===== src/rtl/riscv_pkg.sv =====
// Shared RISC-V core definitions: data width, canonical NOP encoding and fetch FSM states.
package riscv_pkg;

   localparam int XLEN = 32;

   // addi x0, x0, 0
   localparam logic [XLEN-1:0] NOP_INSTR = 32'h0000_0013;

   typedef enum logic [1:0] {
      S_REQ  = 2'd0,
      S_WAIT = 2'd1,
      S_DROP = 2'd2
   } fetch_state_t;

endpackage


===== src/rtl/fetch_unit.sv =====
// Instruction fetch stage: owns the PC, keeps one memory request in flight and
// hands {instr, pc, pc+4} to decode; execute redirects flush in-flight work.
module fetch_unit
   import riscv_pkg::*;
#(
   parameter logic [XLEN-1:0] RESET_PC = 32'h0000_0000
) (
   input  logic            clk,
   input  logic            rst_n,
   output logic            imem_req_valid,
   input  logic            imem_req_ready,
   output logic [XLEN-1:0] imem_req_addr,
   input  logic            imem_rsp_valid,
   input  logic [XLEN-1:0] imem_rsp_data,
   input  logic            redirect_valid,
   input  logic [XLEN-1:0] redirect_pc,
   output logic            id_valid,
   input  logic            id_ready,
   output logic [XLEN-1:0] id_instr,
   output logic [XLEN-1:0] id_pc,
   output logic [XLEN-1:0] id_pc_plus4
);

   fetch_state_t    r_state;
   fetch_state_t    w_next_state;
   logic [XLEN-1:0] r_pc;
   logic            r_id_valid;
   logic [XLEN-1:0] r_id_instr;
   logic [XLEN-1:0] r_id_pc;
   logic [XLEN-1:0] r_id_pc_plus4;
   logic            w_req_valid;
   logic            w_req_hs;
   logic            w_load;

   always_comb begin
      w_next_state = r_state;
      // Only request when the output register will be free by the time the response lands.
      w_req_valid  = rst_n && (r_state == S_REQ) && (!r_id_valid || id_ready);
      w_req_hs     = w_req_valid && imem_req_ready;
      w_load       = (r_state == S_WAIT) && imem_rsp_valid && !redirect_valid;
      if (redirect_valid) begin
         case (r_state)
            S_REQ:   w_next_state = w_req_hs       ? S_DROP : S_REQ;
            S_WAIT:  w_next_state = imem_rsp_valid ? S_REQ  : S_DROP;
            S_DROP:  w_next_state = imem_rsp_valid ? S_REQ  : S_DROP;
            default: w_next_state = S_REQ;
         endcase
      end else begin
         case (r_state)
            S_REQ:   if (w_req_hs)       w_next_state = S_WAIT;
            S_WAIT:  if (imem_rsp_valid) w_next_state = S_REQ;
            S_DROP:  if (imem_rsp_valid) w_next_state = S_REQ;
            default: w_next_state = S_REQ;
         endcase
      end
   end

   always_ff @(posedge clk) begin
      if (!rst_n) begin
         r_state       <= S_REQ;
         r_pc          <= RESET_PC;
         r_id_valid    <= 1'b0;
         r_id_instr    <= NOP_INSTR;
         r_id_pc       <= '0;
         r_id_pc_plus4 <= '0;
      end else begin
         r_state <= w_next_state;
         if (redirect_valid) begin
            r_pc       <= redirect_pc & ~32'd3;
            r_id_valid <= 1'b0;
         end else if (w_load) begin
            r_pc          <= r_pc + 32'd4;
            r_id_valid    <= 1'b1;
            r_id_instr    <= imem_rsp_data;
            r_id_pc       <= r_pc;
            r_id_pc_plus4 <= r_pc + 32'd4;
         end else if (r_id_valid && id_ready) begin
            r_id_valid <= 1'b0;
         end
      end
   end

   assign imem_req_valid = w_req_valid;
   assign imem_req_addr  = r_pc;
   assign id_valid       = r_id_valid;
   assign id_instr       = r_id_instr;
   assign id_pc          = r_id_pc;
   assign id_pc_plus4    = r_id_pc_plus4;

endmodule

===== config.mk =====
export PLATFORM = sky130hd
export DESIGN_NAME = fetch_unit
export DESIGN_NICKNAME = d
export VERILOG_FILES = /design/src/rtl/riscv_pkg.sv /design/src/rtl/fetch_unit.sv
export SDC_FILE = /design/constraint.sdc
export NUM_CORES = 1
export LEC_CHECK = 0
export CAP_MARGIN = 20
export CORE_ASPECT_RATIO = 0.5
export CORE_MARGIN = 2
export CORE_UTILIZATION = 45
export CTS_BUF_LIST = sky130_fd_sc_hd__clkbuf_4
export DETAILED_ROUTE_END_ITERATION = 10
export PLACE_DENSITY = 0.81
export REMOVE_ABC_BUFFERS = 1
export SLEW_MARGIN = 20
export SYNTH_ARGS = -nofsm -noshare
export SYNTH_HDL_FRONTEND = slang
export SYNTH_SLANG_ARGS = --single-unit

===== constraint.sdc =====
create_clock -name clk -period 3.75 [get_ports clk]
set_input_delay 0.375 -clock clk [delete_from_list [all_inputs] [get_ports clk]]
set_output_delay 0.375 -clock clk [all_outputs]
set_load 0.02 [all_outputs]

Word-level counts from Yosys, hierarchy flattened
Index checks and enable logic that the tools add are counted.
W data, S select, Z words.
{"block": "classes", "n_eq_ne": 4, "n_mux": 11, "n_bitwise": 2, "n_addsub": 1, "reduce_logical": 16}
{"cell": "$mux W32", "count": 2}
{"cell": "$add A32 B3 Y32 const B", "count": 1}
{"cell": "$mux W2", "count": 5}
{"cell": "$pmux W2 S2", "count": 2}
{"cell": "$logic_and A1 B1 Y1", "count": 6}
{"cell": "$reduce_and A2 Y1", "count": 2}
{"cell": "$reduce_bool A2 Y1", "count": 2}
{"cell": "$reduce_or A2 Y1", "count": 2}
{"cell": "$ne A3 B1 Y1 const B", "count": 1}
{"cell": "$ne A3 B3 Y1 const B", "count": 1}
{"cell": "$eq A2 B1 Y1 const B", "count": 1}
{"cell": "$eq A2 B2 Y1 const B", "count": 1}
{"cell": "$logic_not A1 Y1", "count": 2}
{"cell": "$logic_not A2 Y1", "count": 1}
{"cell": "$mux W1", "count": 2}
{"cell": "$not A1 Y1", "count": 2}
{"cell": "$logic_or A1 B1 Y1", "count": 1}
{"block": "word_totals", "reg_bits": 131, "word_cells": 41, "in_bits": 70}

Longest topological paths before layout
{"block": "depth", "word_depth": 7, "mapped_depth": 9}

Least setup slack after synthesis
No wires, ideal clock.
{"block": "synth_path", "path_type": "flip-flop to flip-flop", "start": "register r_pc[2], in the netlist imem_req_addr[2]", "end": "register r_id_pc_plus4[26], in the netlist id_pc_plus4[26]", "synth_period_minus_slack_ps": 2218, "setup_time_ps": 132, "setup_slack_ps": 1532, "stages_incl_launch_ff": 9, "path_buffers": 2, "t_arrival_ps": 2086, "cell_sequence": "dfxtp_1 ha_1 nand3_1 or4_1 buf_2 buf_6 nor3_2 xnor2_1 a21oi_1"}
{"block": "synth_between", "elab_chain_len": 1}
{"element": "start, declared", "line_no": "fetch_unit.sv:26", "source": "logic [XLEN-1:0] r_pc;"}
{"element": "start signal, assigned", "line_no": "fetch_unit.sv:69", "source": "r_pc <= redirect_pc & ~32'd3;"}
{"element": "start signal, assigned", "line_no": "fetch_unit.sv:72", "source": "r_pc <= r_pc + 32'd4;"}
{"element": "$add A32 B3 Y32", "line_no": "fetch_unit.sv:76", "source": "r_id_pc_plus4 <= r_pc + 32'd4;"}
{"element": "end signal, assigned", "line_no": "fetch_unit.sv:76"}
{"element": "end, declared", "line_no": "fetch_unit.sv:30", "source": "logic [XLEN-1:0] r_id_pc_plus4;"}
No other way between the ends.
A chain may end at the register's enable or synchronous reset.

Final worst setup path
{"block": "layout_path", "start": "register r_pc[2], in the netlist imem_req_addr[2]", "end": "register r_pc[30], in the netlist imem_req_addr[30]"}
{"block": "layout_between", "elab_chain_len": 3}
{"element": "$add A32 B3 Y32", "line_no": "fetch_unit.sv:72"}
{"element": "$mux W32", "line_no": "fetch_unit.sv:71", "source": "end else if (w_load) begin"}
{"element": "$mux W32", "line_no": "fetch_unit.sv:68", "source": "if (redirect_valid) begin"}
No other way between the ends. The select of a mux whose other input is x is not followed.

==> impl_metrics.yaml <==
cts:
  cts-root-buf: "clkbuf_4"
  hold_buffers: 0
  clockBufferDepth: 2
  htreeDepth: 4
  clk_latency_ps: 520
  cts_resized: 0
  clk_pin_slew_ps: 120
  cts_post_setup_buffers_inserted: 0
  numCtsBuffers: 17
  cts_sinks: 125
  cts_tree: "done"
timing:
  fmax_mhz: 371
  worst_pin_slew_ps: 902
  relSlewSlack_pct: 39.9
  hold_viol: 0
  slew_viol_final: 0
  min_period_ps: 2690
  post-route-period-util_pct: 71.8
  skew_ps: 20.1
  finalSetupViolCount: 0
  rsz0062_at_grt: "no"
final_layout:
  fin_nets: 910
  final_cell_mix: "clkdlybuf4s50_1, nand2_1, dfxtp_1"
  drive_gt1_share_pct: 6.83
  syn_to_final_growth_pct: 40.0
  layout_commonest_cell: "clkdlybuf4s50_1"
  diodes: 0
  final_cells: 1014
floorplan:
  fp-row-count: 28
  dieArea_sq_mm: 0.0131
  core_sq_mm: 0.0118
  die_y_microns: 81.8
  io_pins: 200
  initial_utilization_pct: 46.2
  die_w_microns: 160
setup_path:
  startpoint_type: "register"
  rr_endpoint: "imem_req_addr[30]"
  crit_path_cell_trace: "ha_1 > nand3_1 > or4_1 > nor4_1 > xnor2_1 > a21oi_1"
  crit_slowest_cell: "or4_1"
  crit_family: "simple AND/OR/NAND/NOR gates"
  rrSetupSlack_ps: 1060
  worstPathArrival_ps: 3090
  critPathBufInv: 0
  reg2reg_from: "imem_req_addr[2]"
  slowest_delay_ps: 900
  rr_worst_depth: 6
  path_class: "register to register"
  required_ps: 4140
  cp_max_fo: 19
  end_kind: "register"
route:
  drc_errors: 0
  drt-total-wl_mm: 15.5
  drtIter0Drc: 411
  route.vias.total: 5217
  ant_nets: 0
  wl_per_cell_microns: 15.2
  vias_per_cell: 5.14
  drt_first_pass_iters: 7
yosys:
  seq_area_frac_synth_pct: 45.9
  synthDistinctLibCells: 40
  synth.yosys.warnings: 0
  synthesis.area_sq_mm: 0.00545
  ys_ff_latch: 125
  synth_cells: 678
  syn_avg_cell_area_sq_um: 8.04
placement:
  place_inst: 982
  io_buffers: 191
  gp_congestion: 0.798
  dp_hpwl_mm: 10.3
power_and_ir_drop:
  vdd_drop_max_v: 0.000170
  total_power_w: 0.00262
  p_leak_nw: 2.46
  p_per_area_mw_per_mm2: 343
flow_run:
  maxCapViolations: 0
global_routing:
  globalRouteTotalUtil_pct: 23.0
  grt_pass1_vias: 4734
  globalRouteOverflowTotal: 0
  grt_pass1_wl_mm: 23.8
  antenna_found_initial: 0
  grt_max_degree: 103
worst_hold_path:
  whs_path_depth: 3
  hold_path_class: "primary input to register"
  whs_endpoint: "id_instr[5]"
  hold_start: "imem_rsp_data[5]"
status:
  outcome: "complete, no violations"
==> sequential cells by signal (all words and copies together) (netlist names) <==
signal         cells
id_instr          32
id_valid           1
r_state            2
id_pc_plus4       30
imem_req_addr     30
id_pc             30
==> kinds of logic (layout without fill, tap and decap cells) <==
group | Yosys count | after routing | synth area share, %
other | 1 | 6 | 0.0688
multiplexers | 1 | 1 | 0.184
AND/OR/NAND/NOR | 256 | 256 | 22.1
AO/OA/AOI/OAI | 164 | 164 | 16.1
XOR/XNOR | 54 | 54 | 8.68
buffers and inverters | 73 | 239 | 6.02
adder cells (fa/ha/maj) | 4 | 4 | 0.919
flip-flops | 125 | 125 | 45.9
==> per-stage QoR <==
stage | setup slack (ps) | hold WS, ps | instance area [sq um] | setup TNS [ps] | util (%)
after floorplan | -1190 | 447 | 5170 | -98780 | -
after global placement | 1140 | 442 | 7370 | 0 | 62.4
after detailed placement | 1090 | 446 | 7370 | 0 | 62.4
after CTS | 1080 | 360 | 7630 | 0 | 64.6
after global routing | 859 | 349 | 7630 | 0 | 64.6
final | 1060 | 400 | 7630 | 0 | 64.6
==> worst max-delay path by stage <==
stage,startpoint,end,slack [ps],depth (start not counted)
2_1_floorplan,r_state[1],id_pc_plus4[14],-1190,6
3_3_place_gp,imem_req_addr[2],imem_req_addr[30],1140,6
3_5_place_dp,imem_req_addr[2],imem_req_addr[30],1090,6
4_1_cts,imem_req_addr[2],imem_req_addr[30],1080,6
5_1_grt,imem_req_addr[2],id_pc_plus4[30],860,6
6_report,imem_req_addr[2],imem_req_addr[30],1060,6
==> power breakdown <==
part           switching [W]  total, W  internal (W)  leakage, nW
logic               0.000147  0.000309      0.000162         1.30
registers          0.0000524   0.00141       0.00136         1.02
clock network       0.000486  0.000897      0.000411        0.151
==> final cells by class <==
class | instances | area [sq um]
Fill cell | 979 | 4180
Multi-Input combinational cell | 485 | 2650
Sequential cell | 125 | 2500
Timing Repair Buffer | 199 | 1980
Tap cell | 165 | 206
Clock buffer | 21 | 158
Clock inverter | 11 | 100
Inverter | 8 | 30.0
==> worst min-delay path: stages <==
cell and delay, ps:
clkdlybuf4s50_1 390, nand2_1 60, a21oi_1 50
==> routing by layer <==
| layer | part of all wire [%] | global-route usage [%] |
|---|---|---|
| met4 | 2.2 | 10.0 |
| met5 | 0 | 0 |
| met1 | 44 | 28.5 |
| met2 | 50 | 40.2 |
| met3 | 4.4 | 4.09 |
==> cells in the mapped netlist, drive strengths merged <==
master,number,share of area (%)
a211oi,16,2.2
a21oi,103,9.5
a311oi,1,0.16
a31oi,1,0.11
and2,2,0.23
and3,3,0.34
and4,2,0.32
buf,21,2.4
clkbuf,44,3.1
conb,1,0.069
dfxtp,125,46
ha,4,0.92
inv,8,0.55
mux2i,1,0.18
nand2,145,10
nand2b,2,0.23
nand3,12,1.1
nand4,8,1.0
nor2,39,2.7
nor2b,1,0.11
nor3,20,2.9
nor4,15,2.2
o21a,1,0.14
o21ai,40,3.7
o221a,1,0.21
o311a,1,0.18
or2,2,0.23
or3,3,0.34
or4,2,0.28
xnor2,45,7.2
xor2,9,1.4
Power figures use the tool's default switching activity.
